==> config.mk <==
export PLATFORM = sky130hd
export DESIGN_NAME = uart_fb_loader_flat
export DESIGN_NICKNAME = d
export VERILOG_FILES = /design/src/rtl/uart_fb_loader_pkg.sv /design/src/rtl/uart_fb_loader_if.sv /design/src/rtl/uart_fb_loader_byte_timeout.sv /design/src/rtl/uart_fb_loader.sv /design/src/flat_wrapper.sv
export SDC_FILE = /design/constraint.sdc
export NUM_CORES = 1
export LEC_CHECK = 0
export ABC_AREA = 1
export CORE_MARGIN = 1.5
export CORE_UTILIZATION = 49
export DETAILED_ROUTE_END_ITERATION = 7
export PLACE_DENSITY = 0.77
export SYNTH_ARGS = -nofsm -noshare
export SYNTH_HDL_FRONTEND = slang
export SYNTH_SLANG_ARGS = --single-unit
==> constraint.sdc <==
create_clock -name clk -period 1.48 [get_ports clk]
set_input_delay 0.296 -clock clk [delete_from_list [all_inputs] [get_ports clk]]
set_output_delay 0.296 -clock clk [all_outputs]
set_load 0.01 [all_outputs]
==> src/rtl/uart_fb_loader_pkg.sv <==
// Shared constants for the UART-to-framebuffer loader: protocol bytes, framebuffer geometry,
// pixel field widths and FSM state encodings.
package uart_fb_loader_pkg;

  localparam int unsigned ADDR_W_DEF   = 15;
  localparam int unsigned FB_DEPTH_DEF = 19200;
  localparam int unsigned TIMEOUT_DEF  = 500000;

  localparam logic [7:0] SYNC_BYTE_DEF = 8'hA5;
  localparam logic [7:0] ACK_BYTE_DEF  = 8'h06;
  localparam logic [7:0] NAK_BYTE_DEF  = 8'h15;

  localparam int unsigned PIX_R_W = 5;
  localparam int unsigned PIX_G_W = 5;
  localparam int unsigned PIX_B_W = 5;
  localparam int unsigned PIX_W   = PIX_R_W + PIX_G_W + PIX_B_W;

  typedef logic [2:0] fb_state_t;

  localparam fb_state_t ST_IDLE = 3'd0;
  localparam fb_state_t ST_A_HI = 3'd1;
  localparam fb_state_t ST_A_LO = 3'd2;
  localparam fb_state_t ST_P_HI = 3'd3;
  localparam fb_state_t ST_P_LO = 3'd4;

  // Bit 15 of the received pixel word is dropped before the high byte is stored.
  function automatic logic [PIX_W-1:0] pack_pixel(input logic [PIX_W-9:0] hi,
                                                  input logic [7:0]       lo);
    return {hi, lo};
  endfunction

endpackage

==> src/rtl/uart_fb_loader_if.sv <==
// Loader-side bundle: UART RX/TX handshake plus the framebuffer write port.
interface uart_fb_loader_if
  import uart_fb_loader_pkg::*;
#(
  parameter int unsigned ADDR_W = ADDR_W_DEF
);
  logic              rx_valid;
  logic [7:0]        rx_data;
  logic              tx_busy;
  logic              tx_send;
  logic [7:0]        tx_data;
  logic              wr_en;
  logic [ADDR_W-1:0] wr_addr;
  logic [PIX_W-1:0]  wr_data;
  logic              frame_err;

  modport master (
    output rx_valid, rx_data, tx_busy,
    input  tx_send, tx_data, wr_en, wr_addr, wr_data, frame_err
  );

  modport slave (
    input  rx_valid, rx_data, tx_busy,
    output tx_send, tx_data, wr_en, wr_addr, wr_data, frame_err
  );
endinterface

==> src/rtl/uart_fb_loader_byte_timeout.sv <==
// Inter-byte timer: clears on each byte, counts while enabled, saturates at TIMEOUT-1.
module uart_fb_loader_byte_timeout #(
  parameter int unsigned TIMEOUT = 500000
) (
  input  logic clk,
  input  logic rst_n,
  input  logic clear,
  input  logic enable,
  output logic expired
);
  localparam int unsigned TW = (TIMEOUT > 2) ? $clog2(TIMEOUT) : 1;
  localparam logic [TW-1:0] LAST = TW'(TIMEOUT - 1);

  logic [TW-1:0] timer_q;

  always_ff @(posedge clk or negedge rst_n) begin
    if (!rst_n) begin
      timer_q <= '0;
    end else if (clear) begin
      timer_q <= '0;
    end else if (enable && (timer_q != LAST)) begin
      timer_q <= timer_q + TW'(1);
    end
  end

  assign expired = (timer_q == LAST);

endmodule

==> src/rtl/uart_fb_loader.sv <==
// Parses SYNC/ADDR_HI/ADDR_LO/PIX_HI/PIX_LO frames from the UART RX stream into framebuffer
// writes, answering each complete frame with ACK or NAK and dropping stalled partial frames.
module uart_fb_loader
  import uart_fb_loader_pkg::*;
#(
  parameter int unsigned ADDR_W    = ADDR_W_DEF,
  parameter int unsigned FB_DEPTH  = FB_DEPTH_DEF,
  parameter logic [7:0]  SYNC_BYTE = SYNC_BYTE_DEF,
  parameter logic [7:0]  ACK_BYTE  = ACK_BYTE_DEF,
  parameter logic [7:0]  NAK_BYTE  = NAK_BYTE_DEF,
  parameter int unsigned TIMEOUT   = TIMEOUT_DEF
) (
  input  logic             clk,
  input  logic             rst_n,
  uart_fb_loader_if.slave  bus
);
  localparam logic [ADDR_W:0] DEPTH_W = (ADDR_W + 1)'(FB_DEPTH);

  fb_state_t         state_q, state_d;
  logic [ADDR_W-9:0] addr_hi_q, addr_hi_d;
  logic [ADDR_W-1:0] addr_q, addr_d;
  logic              oor_q, oor_d;
  logic [PIX_W-9:0]  pix_hi_q, pix_hi_d;

  logic              wr_en_q, wr_en_d;
  logic [ADDR_W-1:0] wr_addr_q, wr_addr_d;
  logic [PIX_W-1:0]  wr_data_q, wr_data_d;
  logic              frame_err_q, frame_err_d;
  logic              reply_pending_q, reply_pending_d;
  logic [7:0]        tx_data_q, tx_data_d;

  logic              expired;
  logic              timeout_abort;
  logic              tx_send;
  logic              queue_reply;
  logic [7:0]        reply_byte;
  logic [ADDR_W-1:0] addr_new;

  uart_fb_loader_byte_timeout #(
    .TIMEOUT (TIMEOUT)
  ) u_byte_timeout (
    .clk     (clk),
    .rst_n   (rst_n),
    .clear   (bus.rx_valid),
    .enable  (state_q != ST_IDLE),
    .expired (expired)
  );

  // A byte arriving in the expiry cycle takes priority over the abort.
  assign timeout_abort = expired && !bus.rx_valid && (state_q != ST_IDLE);
  assign addr_new      = {addr_hi_q, bus.rx_data};

  always_comb begin
    state_d     = state_q;
    addr_hi_d   = addr_hi_q;
    addr_d      = addr_q;
    oor_d       = oor_q;
    pix_hi_d    = pix_hi_q;
    wr_en_d     = 1'b0;
    wr_addr_d   = wr_addr_q;
    wr_data_d   = wr_data_q;
    frame_err_d = 1'b0;
    queue_reply = 1'b0;
    reply_byte  = ACK_BYTE;

    if (bus.rx_valid) begin
      case (state_q)
        ST_IDLE: begin
          if (bus.rx_data == SYNC_BYTE) state_d = ST_A_HI;
        end
        ST_A_HI: begin
          addr_hi_d = bus.rx_data[ADDR_W-9:0];
          state_d   = ST_A_LO;
        end
        ST_A_LO: begin
          addr_d  = addr_new;
          oor_d   = ({1'b0, addr_new} >= DEPTH_W);
          state_d = ST_P_HI;
        end
        ST_P_HI: begin
          pix_hi_d = bus.rx_data[PIX_W-9:0];
          state_d  = ST_P_LO;
        end
        ST_P_LO: begin
          state_d     = ST_IDLE;
          queue_reply = 1'b1;
          if (oor_q) begin
            frame_err_d = 1'b1;
            reply_byte  = NAK_BYTE;
          end else begin
            wr_en_d   = 1'b1;
            wr_addr_d = addr_q;
            wr_data_d = pack_pixel(pix_hi_q, bus.rx_data);
          end
        end
        default: state_d = ST_IDLE;
      endcase
    end else if (timeout_abort) begin
      state_d     = ST_IDLE;
      frame_err_d = 1'b1;
    end
  end

  // A newer reply overwrites a still-pending one, so at most one byte goes out.
  assign tx_send         = reply_pending_q && !bus.tx_busy;
  assign reply_pending_d = queue_reply || (reply_pending_q && !tx_send);
  assign tx_data_d       = queue_reply ? reply_byte : tx_data_q;

  always_ff @(posedge clk or negedge rst_n) begin
    if (!rst_n) begin
      state_q         <= ST_IDLE;
      addr_hi_q       <= '0;
      addr_q          <= '0;
      oor_q           <= 1'b0;
      pix_hi_q        <= '0;
      wr_en_q         <= 1'b0;
      wr_addr_q       <= '0;
      wr_data_q       <= '0;
      frame_err_q     <= 1'b0;
      reply_pending_q <= 1'b0;
      tx_data_q       <= '0;
    end else begin
      state_q         <= state_d;
      addr_hi_q       <= addr_hi_d;
      addr_q          <= addr_d;
      oor_q           <= oor_d;
      pix_hi_q        <= pix_hi_d;
      wr_en_q         <= wr_en_d;
      wr_addr_q       <= wr_addr_d;
      wr_data_q       <= wr_data_d;
      frame_err_q     <= frame_err_d;
      reply_pending_q <= reply_pending_d;
      tx_data_q       <= tx_data_d;
    end
  end

  assign bus.tx_send   = tx_send;
  assign bus.tx_data   = tx_data_q;
  assign bus.wr_en     = wr_en_q;
  assign bus.wr_addr   = wr_addr_q;
  assign bus.wr_data   = wr_data_q;
  assign bus.frame_err = frame_err_q;

endmodule

==> src/flat_wrapper.sv <==
// flat-port wrapper written by rule: the top's interface ports become plain ports
module uart_fb_loader_flat import uart_fb_loader_pkg::*;
#(
  parameter int unsigned ADDR_W    = ADDR_W_DEF,
  parameter int unsigned FB_DEPTH  = FB_DEPTH_DEF,
  parameter logic [7:0]  SYNC_BYTE = SYNC_BYTE_DEF,
  parameter logic [7:0]  ACK_BYTE  = ACK_BYTE_DEF,
  parameter logic [7:0]  NAK_BYTE  = NAK_BYTE_DEF,
  parameter int unsigned TIMEOUT   = TIMEOUT_DEF
)
  (clk, rst_n, bus_rx_valid, bus_rx_data, bus_tx_busy, bus_tx_send, bus_tx_data, bus_wr_en, bus_wr_addr, bus_wr_data, bus_frame_err);
  uart_fb_loader_if #(.ADDR_W(ADDR_W)) bus_i ();
  input  logic clk;
  input  logic rst_n;
  input wire logic [$bits(bus_i.rx_valid)-1:0] bus_rx_valid;
  input wire logic [$bits(bus_i.rx_data)-1:0] bus_rx_data;
  input wire logic [$bits(bus_i.tx_busy)-1:0] bus_tx_busy;
  output wire logic [$bits(bus_i.tx_send)-1:0] bus_tx_send;
  output wire logic [$bits(bus_i.tx_data)-1:0] bus_tx_data;
  output wire logic [$bits(bus_i.wr_en)-1:0] bus_wr_en;
  output wire logic [$bits(bus_i.wr_addr)-1:0] bus_wr_addr;
  output wire logic [$bits(bus_i.wr_data)-1:0] bus_wr_data;
  output wire logic [$bits(bus_i.frame_err)-1:0] bus_frame_err;
  assign bus_i.rx_valid = bus_rx_valid;
  assign bus_i.rx_data = bus_rx_data;
  assign bus_i.tx_busy = bus_tx_busy;
  assign bus_tx_send = bus_i.tx_send;
  assign bus_tx_data = bus_i.tx_data;
  assign bus_wr_en = bus_i.wr_en;
  assign bus_wr_addr = bus_i.wr_addr;
  assign bus_wr_data = bus_i.wr_data;
  assign bus_frame_err = bus_i.frame_err;
  uart_fb_loader #(.ADDR_W(ADDR_W), .FB_DEPTH(FB_DEPTH), .SYNC_BYTE(SYNC_BYTE), .ACK_BYTE(ACK_BYTE), .NAK_BYTE(NAK_BYTE), .TIMEOUT(TIMEOUT)) u_core (.clk(clk), .rst_n(rst_n), .bus(bus_i));
endmodule
After elaboration in Yosys (flattened, before gate mapping)
Index checks and enable logic that the tools add are counted.
{"block": "op_classes", "bitwise_logic": 1, "reduce_logical": 18, "addsub": 1, "muxes": 18, "n_eq_ne": 8, "order_cmp": 1}
{"cell": "two-way mux 19 bit", "count": 2}
{"cell": "adder 19 x 1 -> 19 bit (second input constant)", "count": 1}
{"cell": "equality test 19 bit (second input constant)", "count": 1}
{"cell": "!= test 19 bit (second input constant)", "count": 1}
{"cell": "two-way mux 8 bit", "count": 2}
{"cell": "greater-or-equal comparator 15 bit (second input constant)", "count": 1}
{"cell": "case mux 3 bit (4 select lines)", "count": 1}
{"cell": "two-way mux 1 bit", "count": 9}
{"cell": "two-way mux 3 bit", "count": 3}
{"cell": "equality test 8 bit (second input constant)", "count": 1}
{"cell": "AND reduction 2 bit", "count": 4}
{"cell": "equality test 3 x 2 -> 1 bit (second input constant)", "count": 2}
{"cell": "logical AND 1 bit", "count": 5}
{"cell": "two-way mux 5 bit", "count": 1}
{"cell": "nonzero test 2 bit", "count": 2}
{"cell": "equality test 3 x 1 -> 1 bit (second input constant)", "count": 1}
{"cell": "equality test 3 bit (second input constant)", "count": 1}
{"cell": "zero test 1 bit", "count": 3}
{"cell": "zero test 3 bit", "count": 1}
{"cell": "!= test 3 x 2 -> 1 bit (second input constant)", "count": 1}
{"cell": "AND reduction 3 bit", "count": 1}
{"cell": "nonzero test 3 bit", "count": 1}
{"cell": "logical OR 1 bit", "count": 1}
{"cell": "NOT 1 bit", "count": 1}
{"block": "totals", "input_bits": 12, "out_inout_bits": 41, "elab_cells": 59, "regBits": 93}

Logic depth before layout (Yosys ltp)
{"block": "logic_depth", "ltp_word": 5, "ltp_mapped": 10, "depth_no_buf": 9}

Modules after synthesis
A second synthesis with hierarchy kept.
{"block": "unflattened", "hier_cells": 493, "hier_area_um2": 4156.5}
{"mod": "uart_fb_loader", "area_per_inst_um2": 2780.2, "seq_area_each_um2": 1726.7, "instances": 1, "cells_each": 293}
{"mod": "uart_fb_loader_byte_timeout", "area_per_inst_um2": 1376.3, "seq_area_each_um2": 475.5, "instances": 1, "cells_each": 200}

Worst setup path after synthesis
OpenSTA, ideal clock, no wires.
{"block": "synth_path", "path_kind": "register -> register", "from": "reg u_core.u_byte_timeout.timer_q[0]", "to": "reg u_core.u_byte_timeout.timer_q[17]", "arrival_ns": 1.510, "n_path_buf": 2, "slack_ns": -0.148, "setup_ns": 0.118, "stages_incl_launch_ff": 11, "t_required_ns": 1.362, "period_less_slack_ns": 1.628, "path_cell_list": "dfrtp_1 > ha_1 > nand3_2 > inv_2 > nand3_2 > nor2_4 > nor2_4 > buf_6 > buf_8 > nand4_2 > nand2_1"}
{"block": "synth_via", "elab_chain_len": 3, "elab_cells_between_ends": 6, "classes_between": "add/sub (1); eq/ne (1); mux (2); reduce/logical (2)"}
{"element": "start: declaration", "line_no": "uart_fb_loader_byte_timeout.sv:14", "text": "logic [TW-1:0] timer_q;"}
{"element": "start signal: assignment", "line_no": "uart_fb_loader_byte_timeout.sv:22", "text": "timer_q <= timer_q + TW'(1);"}
{"element": "adder 19 x 1 -> 19 bit or != test 19 bit (tied branches)", "line_no": "uart_fb_loader_byte_timeout.sv:22, uart_fb_loader_byte_timeout.sv:21"}
{"element": "two-way mux 19 bit or logical AND 1 bit (tied branches)", "line_no": "uart_fb_loader_byte_timeout.sv:21", "text": "end else if (enable && (timer_q != LAST)) begin"}
{"element": "two-way mux 19 bit or nonzero test 2 bit (tied branches)"}
Parallel ways exist; a longest one is shown, timed or not. The select of a mux whose other input is x is not followed.
A chain may end at the register's enable or synchronous reset.

Worst setup path after layout
{"block": "layout_path", "from": "reg u_core.u_byte_timeout.timer_q[6]", "to": "reg u_core.u_byte_timeout.timer_q[12]"}
The elaborated chain is that of the path after synthesis.

==> results.toml <==
[yosys]
synth_area_per_cell_um2 = 8.58
ys_types = 27
synth_top_area_cell = "dfrtp_1"
yosysWarnings = 0
synth.top_cell.area_share_pct = 54.8
synthFlopType = "dfrtp_1"
synth_seq_area_share_pct = 54.8
synth_area_leaders = "dfrtp_1 (55%), nand2_1 (17%), o21ai_1 (4.4%), inv_1 (2.8%), nor2_1 (2.8%)"
synth_seq_cells = 88
synth_edf_count = 0
netlist_area_um2 = 4020
async_reset_ff_share_pct = 100
synth_cells = 468

[route]
drcViolationCount = 0
vias_per_cell = 5.12
dr.pass1.iters = 5
drtAntennaViolNets = 0
wl_per_cell_um = 14.1
drtIter0Drc = 169
wl_um = 9360
vias = 3399

[power_and_ir_drop]
p_total_mw = 8.22
leakagePower_nw = 2.72
ir_drop_mv = 1.14
pwr_density_cell_nw_per_um2 = 1580

[critical_path]
cp_max_fo = 5
crit_buf_inv = 2
cpMaxStageDelayCell = "dfrtp_1"
worstSetupStartpointType = "register"
critical_path.endpoint = "u_core.u_byte_timeout.timer_q[12]"
cp_cell_sequence = "inv_2 -> nand2_2 -> nor2_4 -> nand3_4 -> nor2_4 -> nor2_4 -> buf_4 -> nor2_4 -> nand2_1 -> nand2_1"
max_stage_delay_ps = 430
r2r_start = "u_core.u_byte_timeout.timer_q[6]"
crit_path_end_kind = "register"
rr_worst_depth = 10
critical-path-top-delay-family = "simple AND/OR/NAND/NOR gates"
cp.depth = 10
cp_common_cell = "nor2_4"
crit_arrival_ps = 1810
path_class = "register to register"
regToRegEndpoint = "u_core.u_byte_timeout.timer_q[12]"
worstSetupStartpoint = "u_core.u_byte_timeout.timer_q[6]"
r2r_slack_ps = -40
crit_required_ps = 1780

[run_status]
outcome = "complete, but fails checks"
violations = "setup timing"

[global_route]
antenna_found_initial = 0
grt_util_all_layers_pct = 23.5
grt_first_pass_wirelength_um = 15800
overflow = 0
grt_pass1_vias = 3464
grt_max_degree = 38

[cells_and_area]
final_cells = 664
stdcell_area_um2 = 5180
fin_nets = 570
most-common-layout-cells = "nand2_1 (179), dfrtp_1 (86), buf_4 (37), o21ai_1 (36), dlygate4sd2_1 (36)"
area_growth_pct = 29.1
layout-drive-gt1-share_pct = 19.2
final_common_cell = "nand2_1"
utilization_pct = 66.1
antenna_cells = 0
fillCellCount = 619

[timing]
setup_violations = 15
finalCritPeriodShare_pct = 102
fin_ws_ps = -36.3
whs_ps = 344
skew_ps = 13.8
period_minus_slack_ps = 1520
final_hold_viol_count = 0
slew_viol_final = 0
rsz0062_at_grt = "true"
tns_ps = -383
max_freq_ghz = 0.660

[cts]
cts_htree_levels = 3
cts_buffers = 9
cts_tree = "yes"
clockBufferDepth = 2
clk_latency_ps = 360
clk_pin_slew_ps = 100
cts.sinks = 88
ctsRootBufferMaster = "clkbuf_8"

[placed_design]
numPortBuffers = 48
dp_cells = 633
dp.final_hpwl_um = 6400
place_ws_ps = -206
dpl_cell_area_um2 = 4840
gp_congestion = 0.897

[floorplan]
start_util_pct = 51.2
design.core.area_um2 = 7850
fp.dieW_um = 93.5
fp-row-count = 32
die_area_um2 = 8750
pin_count = 53
die_h_um = 93.5

[hold_path]
hold_class = "primary input to asynchronous set/reset pin"

[job]
drv_cap = 0
==> sequential cells by signal, indices dropped and copies added (netlist names), 3 cells and up <==
| name | count |
|---|---|
| u_core.state_q | 3 |
| u_core.bus.tx_data | 3 |
| u_core.pix_hi_q | 7 |
| u_core.bus.wr_addr | 15 |
| u_core.addr_hi_q | 7 |
| u_core.addr_q | 15 |
| u_core.u_byte_timeout.timer_q | 19 |
| u_core.bus.wr_data | 15 |
==> where the power goes <==
part           internal [mW]  switching [mW]
sequential              3.19           0.477
combinational           1.30            1.55
clock                  0.801           0.894
==> cell usage after synthesis, drive strengths merged (2+ instances only) <==
master	number
nor2	37
clkbuf	4
inv	37
or2	2
nand3	29
xor2	11
o22ai	2
nand4	10
nand2	184
nand3b	2
buf	17
dfrtp	88
o21ai	41
==> layer usage <==
layer  vias to the layer above  share of wire (%)  routed length (um)  GRT usage (%)
li1                       1647                  -                   -              -
met1                      1626                 42                3940           27.6
met2                       101                 50                4720           40.8
met3                        25                5.2                 485           6.10
met4                         0                2.3                 211           8.96
met5                         -                  0                   0              0
==> what timing repair did <==
| action | CTS | global route |
|---|---|---|
| hold buffers | 1 | 0 |
| endpoints found under the setup margin | 56 | 46 |
| gates resized for setup | 43 | 14 |
| hold endpoints to repair | 17 | 0 |
| gates cloned | 4 | 0 |
| pin swaps | 1 | 11 |
| setup buffers | 9 | 2 |
==> final cells by class <==
class | instances | area (um^2) | share of cell area (%)
clock buffer | 9 | 124 | 2.39
inverter | 37 | 141 | 2.73
multi-input combinational | 328 | 1640 | 31.7
clock inverter | 7 | 77.6 | 1.50
tap | 102 | 128 | 2.46
timing repair buffer | 93 | 868 | 16.7
sequential | 88 | 2200 | 42.5
==> how the worst min path moves through the flow <==
| stage | end | start | depth (start not counted) |
|---|---|---|---|
| 2_1_floorplan | u_core.addr_hi_q[0] | rst_n | 0 |
| 3_3_place_gp | u_core.u_byte_timeout.timer_q[17] | rst_n | 1 |
| 3_5_place_dp | u_core.u_byte_timeout.timer_q[17] | rst_n | 1 |
| 4_1_cts | u_core.u_byte_timeout.timer_q[17] | rst_n | 2 |
| 5_1_grt | u_core.u_byte_timeout.timer_q[17] | rst_n | 2 |
| 6_report | u_core.u_byte_timeout.timer_q[17] | rst_n | 2 |
==> kinds of logic (layout without fill, tap and decap cells) <==
logic type	Yosys count	count (layout)	share of synthesized area [%]
fa+ha+maj	1	1	0.312
other cells	1	4	0.0934
xor+xnor	11	11	2.40
simple gates	265	268	30.0
compound gates	44	44	5.55
buf+inv	58	146	6.82
flops	88	88	54.8
No activity file was read; power rests on OpenSTA's default activity.
==> variant 1, RTL diff (same settings) <==
`ADDR_W_DEF`: 15 -> 16.
--- a/src/rtl/uart_fb_loader_pkg.sv
+++ b/src/rtl/uart_fb_loader_pkg.sv
@@ -2,7 +2,7 @@
 // pixel field widths and FSM state encodings.
 package uart_fb_loader_pkg;
 
-  localparam int unsigned ADDR_W_DEF   = 15;
+  localparam int unsigned ADDR_W_DEF   = 16;
   localparam int unsigned FB_DEPTH_DEF = 19200;
   localparam int unsigned TIMEOUT_DEF  = 500000;
 
Interface: changed (resized bus_wr_addr); port bits go from 53 to 54. The function was not compared with the original's and may differ.
==> variant 1 against the unedited design <==
- the flow still finishes with violations (negative setup slack)
- worst setup slack got worse by 0.021 ns
- sequential cell count increased by 3
- non-clock buffer count shrank 11
- synthesized area rose by 2.1%
- final area fell by 1.7%
- utilization is 3.8 points lower
- power decreased by 2.9%
- combinational power down 13%
- wire length fell by 0.79%
- maximum frequency down 1.3%
- largest power group unchanged
- highest routed layer unchanged
==> variant 1: results (changes against the unedited design) <==
* Result of the run: finished with violations (unchanged)
* Failing checks: negative setup slack (unchanged)
* Worst setup margin at -0.0569 ns (was -0.0363 ns)
* Routed length per placed instance at 14.0 um (was 14.1 um)
* Detailed router's first-iteration violation count at 181 (was 169)
* Postcts setup bufs at 0 (was 9)
* Metal-1 WL at 4170 um (was 3940 um)
* Number of library cell types mapped by synthesis at 29 (was 27)
* Overall die area at 0.00892 mm^2 (was 0.00875 mm^2)
* Top post-synthesis cells by count: 185 x sky130_fd_sc_hd__nand2_1, 91 x sky130_fd_sc_hd__dfrtp_1, 35 x sky130_fd_sc_hd__inv_1 (was 184 x sky130_fd_sc_hd__nand2_1, 88 x sky130_fd_sc_hd__dfrtp_1, 35 x sky130_fd_sc_hd__o21ai_1)
* Leakage power at 2.71 nW (was 2.72 nW)
* Total setup violations reported at the end of the flow at 19 (was 15)
* Peak supply drop at 0.762 mV (was 1.14 mV)
* Number of global-route vias before repair at 3236 (was 3464)
* Maximum fanout along the worst path at 19 (was 5)
* Total routing resource utilization after global routing at 0.227 (was 0.235)
* TNS Setup at -0.865 ns (was -0.383 ns)
* Global-route wire length before repair at 15400 um (was 15800 um)
* Worst clock skew at 0.00874 ns (was 0.0138 ns)
* Detailed-placement wirelength estimate at 6400 um (about the same)
* Data arrival time of the critical path at 1.85 ns (was 1.81 ns)
* Via count of the routed design at 3384 (was 3399)
* Number of nets in the layout at 567 (was 570)
* Port bufs at 49 (was 48)
* Pin count of the biggest net entering global routing at 92 (was 38)
* Number of iterations in the first detailed-routing pass at 4 (was 5)
* Cell types with the largest area share after synthesis: sky130_fd_sc_hd__dfrtp_1 56%, sky130_fd_sc_hd__nand2_1 17%, sky130_fd_sc_hd__o21ai_1 3.4% (was sky130_fd_sc_hd__dfrtp_1 55%, sky130_fd_sc_hd__nand2_1 17%, sky130_fd_sc_hd__o21ai_1 4.4%)
* Placer Congestion at 0.861 (was 0.897)
* Share of final-layout standard cells stronger than drive strength 1 at 0.131 (was 0.192)
* Met2 wirelength from detailed routing at 4340 um (was 4720 um)
* Switching Fraction at 0.356 (was 0.355)
* Worst skew pair latency at 0.37 ns
## variant 1: changes by cell type after synthesis, sizes merged, moves of 2 or more
cell | before | now
clkbuf | 4 | 2
dfrtp | 88 | 91
inv | 37 | 39
nand2 | 184 | 187
nor2 | 37 | 34
o21ai | 41 | 45
## variant 1: worst paths after layout
check / end / slack (ns) / depth (start not counted) / start
setup / recovery: u_core.u_byte_timeout.timer_q[3] / -0.06 / 9 / u_core.u_byte_timeout.timer_q[1]
hold / removal: u_core.u_byte_timeout.timer_q[9] / 0.48 / 3 / rst_n
setup reg to reg: u_core.u_byte_timeout.timer_q[3] / -0.06 / 9 / u_core.u_byte_timeout.timer_q[1]
hold reg to reg: u_core.bus.tx_data[2] / 0.48 / 1 / u_core.bus.tx_data[2]
max in group asynchronous: u_core.pix_hi_q[1] / 0.62 / 3 / rst_n
min in group clk: u_core.bus.tx_data[2] / 0.48 / 1 / u_core.bus.tx_data[2]
## variant 1: per-stage QoR
stage | area (um^2) | setup WS, ns | instances
finish | 5090 | -0.0569 | 664
CTS | 5080 | -0.0542 | 664
global placement | 4900 | -0.177 | 646
global route | 5090 | -0.140 | 664
floorplan | 4130 | -0.0195 | 480
detailed placement | 4900 | -0.216 | 646
## variant 1: what timing repair did
item | 4_1_cts | 5_1_grt
gates resized for setup | 38 | 4
hold endpoints to repair | 91 | 0
setup endpoints to repair | 57 | 21
hold buffers | 1 | 0
pin swaps | 1 | 2
cloned | 1 | 0
## variant 1: area by class of cell
cell class                 count  area, um^2
fill                         713        3080
sequential                    91        2280
multi-input combinational    330        1570
timing repair buffer          82         753
inverter                      40         154
tap                          105         131
clock buffer                   9         124
clock inverter                 7        87.6
## variant 1: cell families (layout without fill, tap and decap cells)
logic type	count (synthesis)	after routing	synth area share
buf+inv	60	138	0.0745
fa+ha+maj	1	1	0.00305
xor+xnor	12	12	0.0256
other cells	1	4	0.000915
simple gates	264	265	0.281
compound gates	48	48	0.0598
flops	91	91	0.556
## variant 1: tightest hold or removal path, cell delays in order
cell and delay, ns:
sky130_fd_sc_hd__dlygate4sd3_1 0.52, sky130_fd_sc_hd__buf_4 0.11, sky130_fd_sc_hd__buf_12 0.35
## variant 1: per-layer routing
layer | track usage | vias up
met2 | 0.362 | 99
met4 | 0.107 | 0
met1 | 0.307 | 1618
li1 | - | 1649
met3 | 0.0330 | 18
met5 | 0 | -
## variant 1: power by group through the flow
stage / combinational [mW] / sequential (mW) / clock (mW)
2_1_floorplan: 1.33 / 3.84 / 0
3_5_place_dp: 2.69 / 3.74 / 0
3_3_place_gp: 2.59 / 3.72 / 0
4_1_cts: 2.51 / 3.70 / 1.83
5_1_grt: 2.78 / 3.79 / 1.92
6_report: 2.49 / 3.70 / 1.80
==> variant 2, RTL diff (same flow settings) <==
Made on the original files. Make the reset (`rst_n`) synchronous in 2 clocked blocks.
--- a/src/rtl/uart_fb_loader_byte_timeout.sv
+++ b/src/rtl/uart_fb_loader_byte_timeout.sv
@@ -13,7 +13,7 @@
 
   logic [TW-1:0] timer_q;
 
-  always_ff @(posedge clk or negedge rst_n) begin
+  always_ff @(posedge clk) begin
     if (!rst_n) begin
       timer_q <= '0;
     end else if (clear) begin
--- a/src/rtl/uart_fb_loader.sv
+++ b/src/rtl/uart_fb_loader.sv
@@ -106,7 +106,7 @@
   assign reply_pending_d = queue_reply || (reply_pending_q && !tx_send);
   assign tx_data_d       = queue_reply ? reply_byte : tx_data_q;
 
-  always_ff @(posedge clk or negedge rst_n) begin
+  always_ff @(posedge clk) begin
     if (!rst_n) begin
       state_q         <= ST_IDLE;
       addr_hi_q       <= '0;
Formal check against the unedited RTL: differs if rst_n is asserted again (counterexample within 10 cycles, from zero or initial values and one cycle with rst_n low); with rst_n held inactive, the same outputs for 10 cycles.
==> variant 2 against the unedited design <==
- final area fell by 6.8%
- sequential cell count did not move
- synthesized area fell by 8.8%
- via count rose by 5.8%
- worst setup slack improved by 0.070 ns
- maximum frequency rose by 4.8%
- sequential share of layout area fell by 5.8 points
- wire length rose by 1.8%
- hold slack got worse by 0.070 ns
- non-clock buffer count rose by 3
- critical endpoint is now u_core.u_byte_timeout.timer_q[12]
Power is not compared: it rests on default switching activity, and its combinational part moved more than twofold at a synthesized area within 25%.
==> variant 2: results (changes against the unedited design) <==
* Pin count of the biggest net entering global routing at 50 (was 38)
* Number of iterations in the first detailed-routing pass at 6 (was 5)
* Detailed-placement wirelength estimate at 6260 um (was 6400 um)
* Cells after synthesis at 494 (was 468)
* Reg-to-reg setup timing slack at 0.03 ns (was -0.04 ns)
* Class of the tightest hold or removal check: input pin to register (was input pin to asynchronous set/reset pin)
* Proportion of synthesized chip area in sequential cells at 0.481 (was 0.548)
* Cell Int Power at 3.39 mW
* Layout area overhead at 32.0% (was 29.1%)
* Port bufs at 48 (unchanged)
* Highest cell delay on the worst timing path at 0.36 ns (was 0.43 ns)
* Endpoint of the lowest-slack register-to-register path: u_core.u_byte_timeout.timer_q[12] (unchanged)
* Post-cts resize count at 39 (was 43)
* Maximum fanout along the worst path at 8 (was 5)
* Placed cell areas at 0.00445 mm^2 (was 0.00484 mm^2)
* Count of cells along the worst hold path at 3
* Worst clock skew at 0.00903 ns (was 0.0138 ns)
* Number of library cell types mapped by synthesis at 31 (was 27)
* Finished Layout Cells at 682 (was 664)
* Worst slack, placed at -0.308 ns (was -0.206 ns)
* Via count of the routed design at 3595 (was 3399)
* Depth of the most critical reg-to-reg path at 8 (was 10)
* Slowest library cell on the worst path: sky130_fd_sc_hd__dfxtp_2 (was sky130_fd_sc_hd__dfrtp_1)
* Async set-reset flop share out of synthesis at 0 (was 1.00)
* Postcts setup bufs at 2 (was 9)
* Number of global-route vias before repair at 3158 (was 3464)
* Data arrival time of the critical path at 1.74 ns (was 1.81 ns)
* Final antenna diode count at 0 (unchanged)
* Detailed router's first-iteration violation count at 283 (was 169)
* Share of final-layout standard cells stronger than drive strength 1 at 0.204 (was 0.192)
* Buffer type at the clock tree root: sky130_fd_sc_hd__clkbuf_8 (unchanged)
* Min Hold Slack at 0.273 ns (was 0.344 ns)
* Top post-synthesis cells by count: 119 x sky130_fd_sc_hd__nand2_1, 88 x sky130_fd_sc_hd__dfxtp_1, 53 x sky130_fd_sc_hd__nand3_1 (was 184 x sky130_fd_sc_hd__nand2_1, 88 x sky130_fd_sc_hd__dfrtp_1, 35 x sky130_fd_sc_hd__o21ai_1)
* Global-route wire length before repair at 14600 um (was 15800 um)
* Result of the run: completed (was finished with violations)
* Placer Congestion at 0.878 (was 0.897)
* Most frequently used flop master after synthesis: sky130_fd_sc_hd__dfxtp_1 (was sky130_fd_sc_hd__dfrtp_1)
* Placed instance count at 658 (was 633)
* Number of nets in the layout at 591 (was 570)
* Final wirelength at 9530 um (was 9360 um)
* Cell types with the largest area share after synthesis: sky130_fd_sc_hd__dfxtp_1 48%, sky130_fd_sc_hd__nand2_1 12%, sky130_fd_sc_hd__nand3_1 7.2% (was sky130_fd_sc_hd__dfrtp_1 55%, sky130_fd_sc_hd__nand2_1 17%, sky130_fd_sc_hd__o21ai_1 4.4%)
* Reg-to-reg startpoint: u_core.u_byte_timeout.timer_q[1] (was u_core.u_byte_timeout.timer_q[6])
* Fill cells at 609 (was 619)
* Total routing resource utilization after global routing at 0.237 (was 0.235)
variant 2: cell count changes after synthesis, moves of 4 or more:
cell                      delta
sky130_fd_sc_hd__dfrtp_1    -88
sky130_fd_sc_hd__nor2_1     +18
sky130_fd_sc_hd__a21oi_2     +4
sky130_fd_sc_hd__a21oi_1    +43
sky130_fd_sc_hd__nand2_1    -65
sky130_fd_sc_hd__o21ai_0    +33
sky130_fd_sc_hd__nand3_2     -6
sky130_fd_sc_hd__nor2_4      -4
sky130_fd_sc_hd__dfxtp_1    +88
sky130_fd_sc_hd__nand3_1    +33
sky130_fd_sc_hd__xor2_1      -7
sky130_fd_sc_hd__xnor2_1     +7
sky130_fd_sc_hd__nand4_2     -6
sky130_fd_sc_hd__o21ai_1    -31
variant 2: final cells by class:
| class | instances | area share |
|---|---|---|
| Timing Repair Buffer | 96 | 0.175 |
| Clock buffer | 10 | 0.0264 |
| Clock inverter | 6 | 0.0155 |
| Sequential cell | 88 | 0.367 |
| Tap cell | 99 | 0.0256 |
| Inverter | 38 | 0.0318 |
| Multi-Input combinational cell | 345 | 0.358 |
variant 2: power groups by stage:
| stage | registers (mW) | clock network, mW | logic (mW) |
|---|---|---|---|
| floorplan | 2.48 | 0 | 0.229 |
| global placement | 2.48 | 0 | 0.359 |
| detailed placement | 2.48 | 0 | 0.372 |
| CTS | 2.43 | 1.73 | 0.391 |
| global route | 2.43 | 1.81 | 0.472 |
| finish | 2.43 | 1.72 | 0.435 |
variant 2: worst max-delay path by stage:
stage	start	to	slack, ns
after floorplan	u_core.u_byte_timeout.timer_q[0]	u_core.u_byte_timeout.timer_q[3]	0.006
after global placement	bus_rx_valid	u_core.bus.wr_addr[11]	-0.30
after detailed placement	bus_rx_valid	u_core.bus.wr_addr[0]	-0.31
after CTS	u_core.u_byte_timeout.timer_q[1]	u_core.state_q[0]	0.01
after global routing	u_core.u_byte_timeout.timer_q[1]	u_core.u_byte_timeout.timer_q[0]	-0.05
final	u_core.u_byte_timeout.timer_q[1]	u_core.u_byte_timeout.timer_q[12]	0.03
variant 2: layer usage:
layer,GRT usage,vias to the layer above,wire length [um]
met2,0.364,129,4410
met5,0,-,0
li1,-,1758,-
met3,0.0379,23,523
met1,0.325,1685,4400
met4,0.115,0,195
variant 2: cells by family (layout without fill, tap and decap cells):
logic type / count (synthesis) / after routing / share of synthesized area
simple gates: 236 / 236 / 0.275
compound gates: 93 / 93 / 0.133
other cells: 1 / 4 / 0.00102
fa+ha+maj: 1 / 1 / 0.00342
buf+inv: 64 / 150 / 0.0803
xor+xnor: 11 / 11 / 0.0263
flops: 88 / 88 / 0.481
variant 2: tightest hold or removal path, stage by stage:
cell and delay [ns]:
sky130_fd_sc_hd__buf_2 0.17, sky130_fd_sc_hd__nand2_1 0.09, sky130_fd_sc_hd__nor2_1 0.04
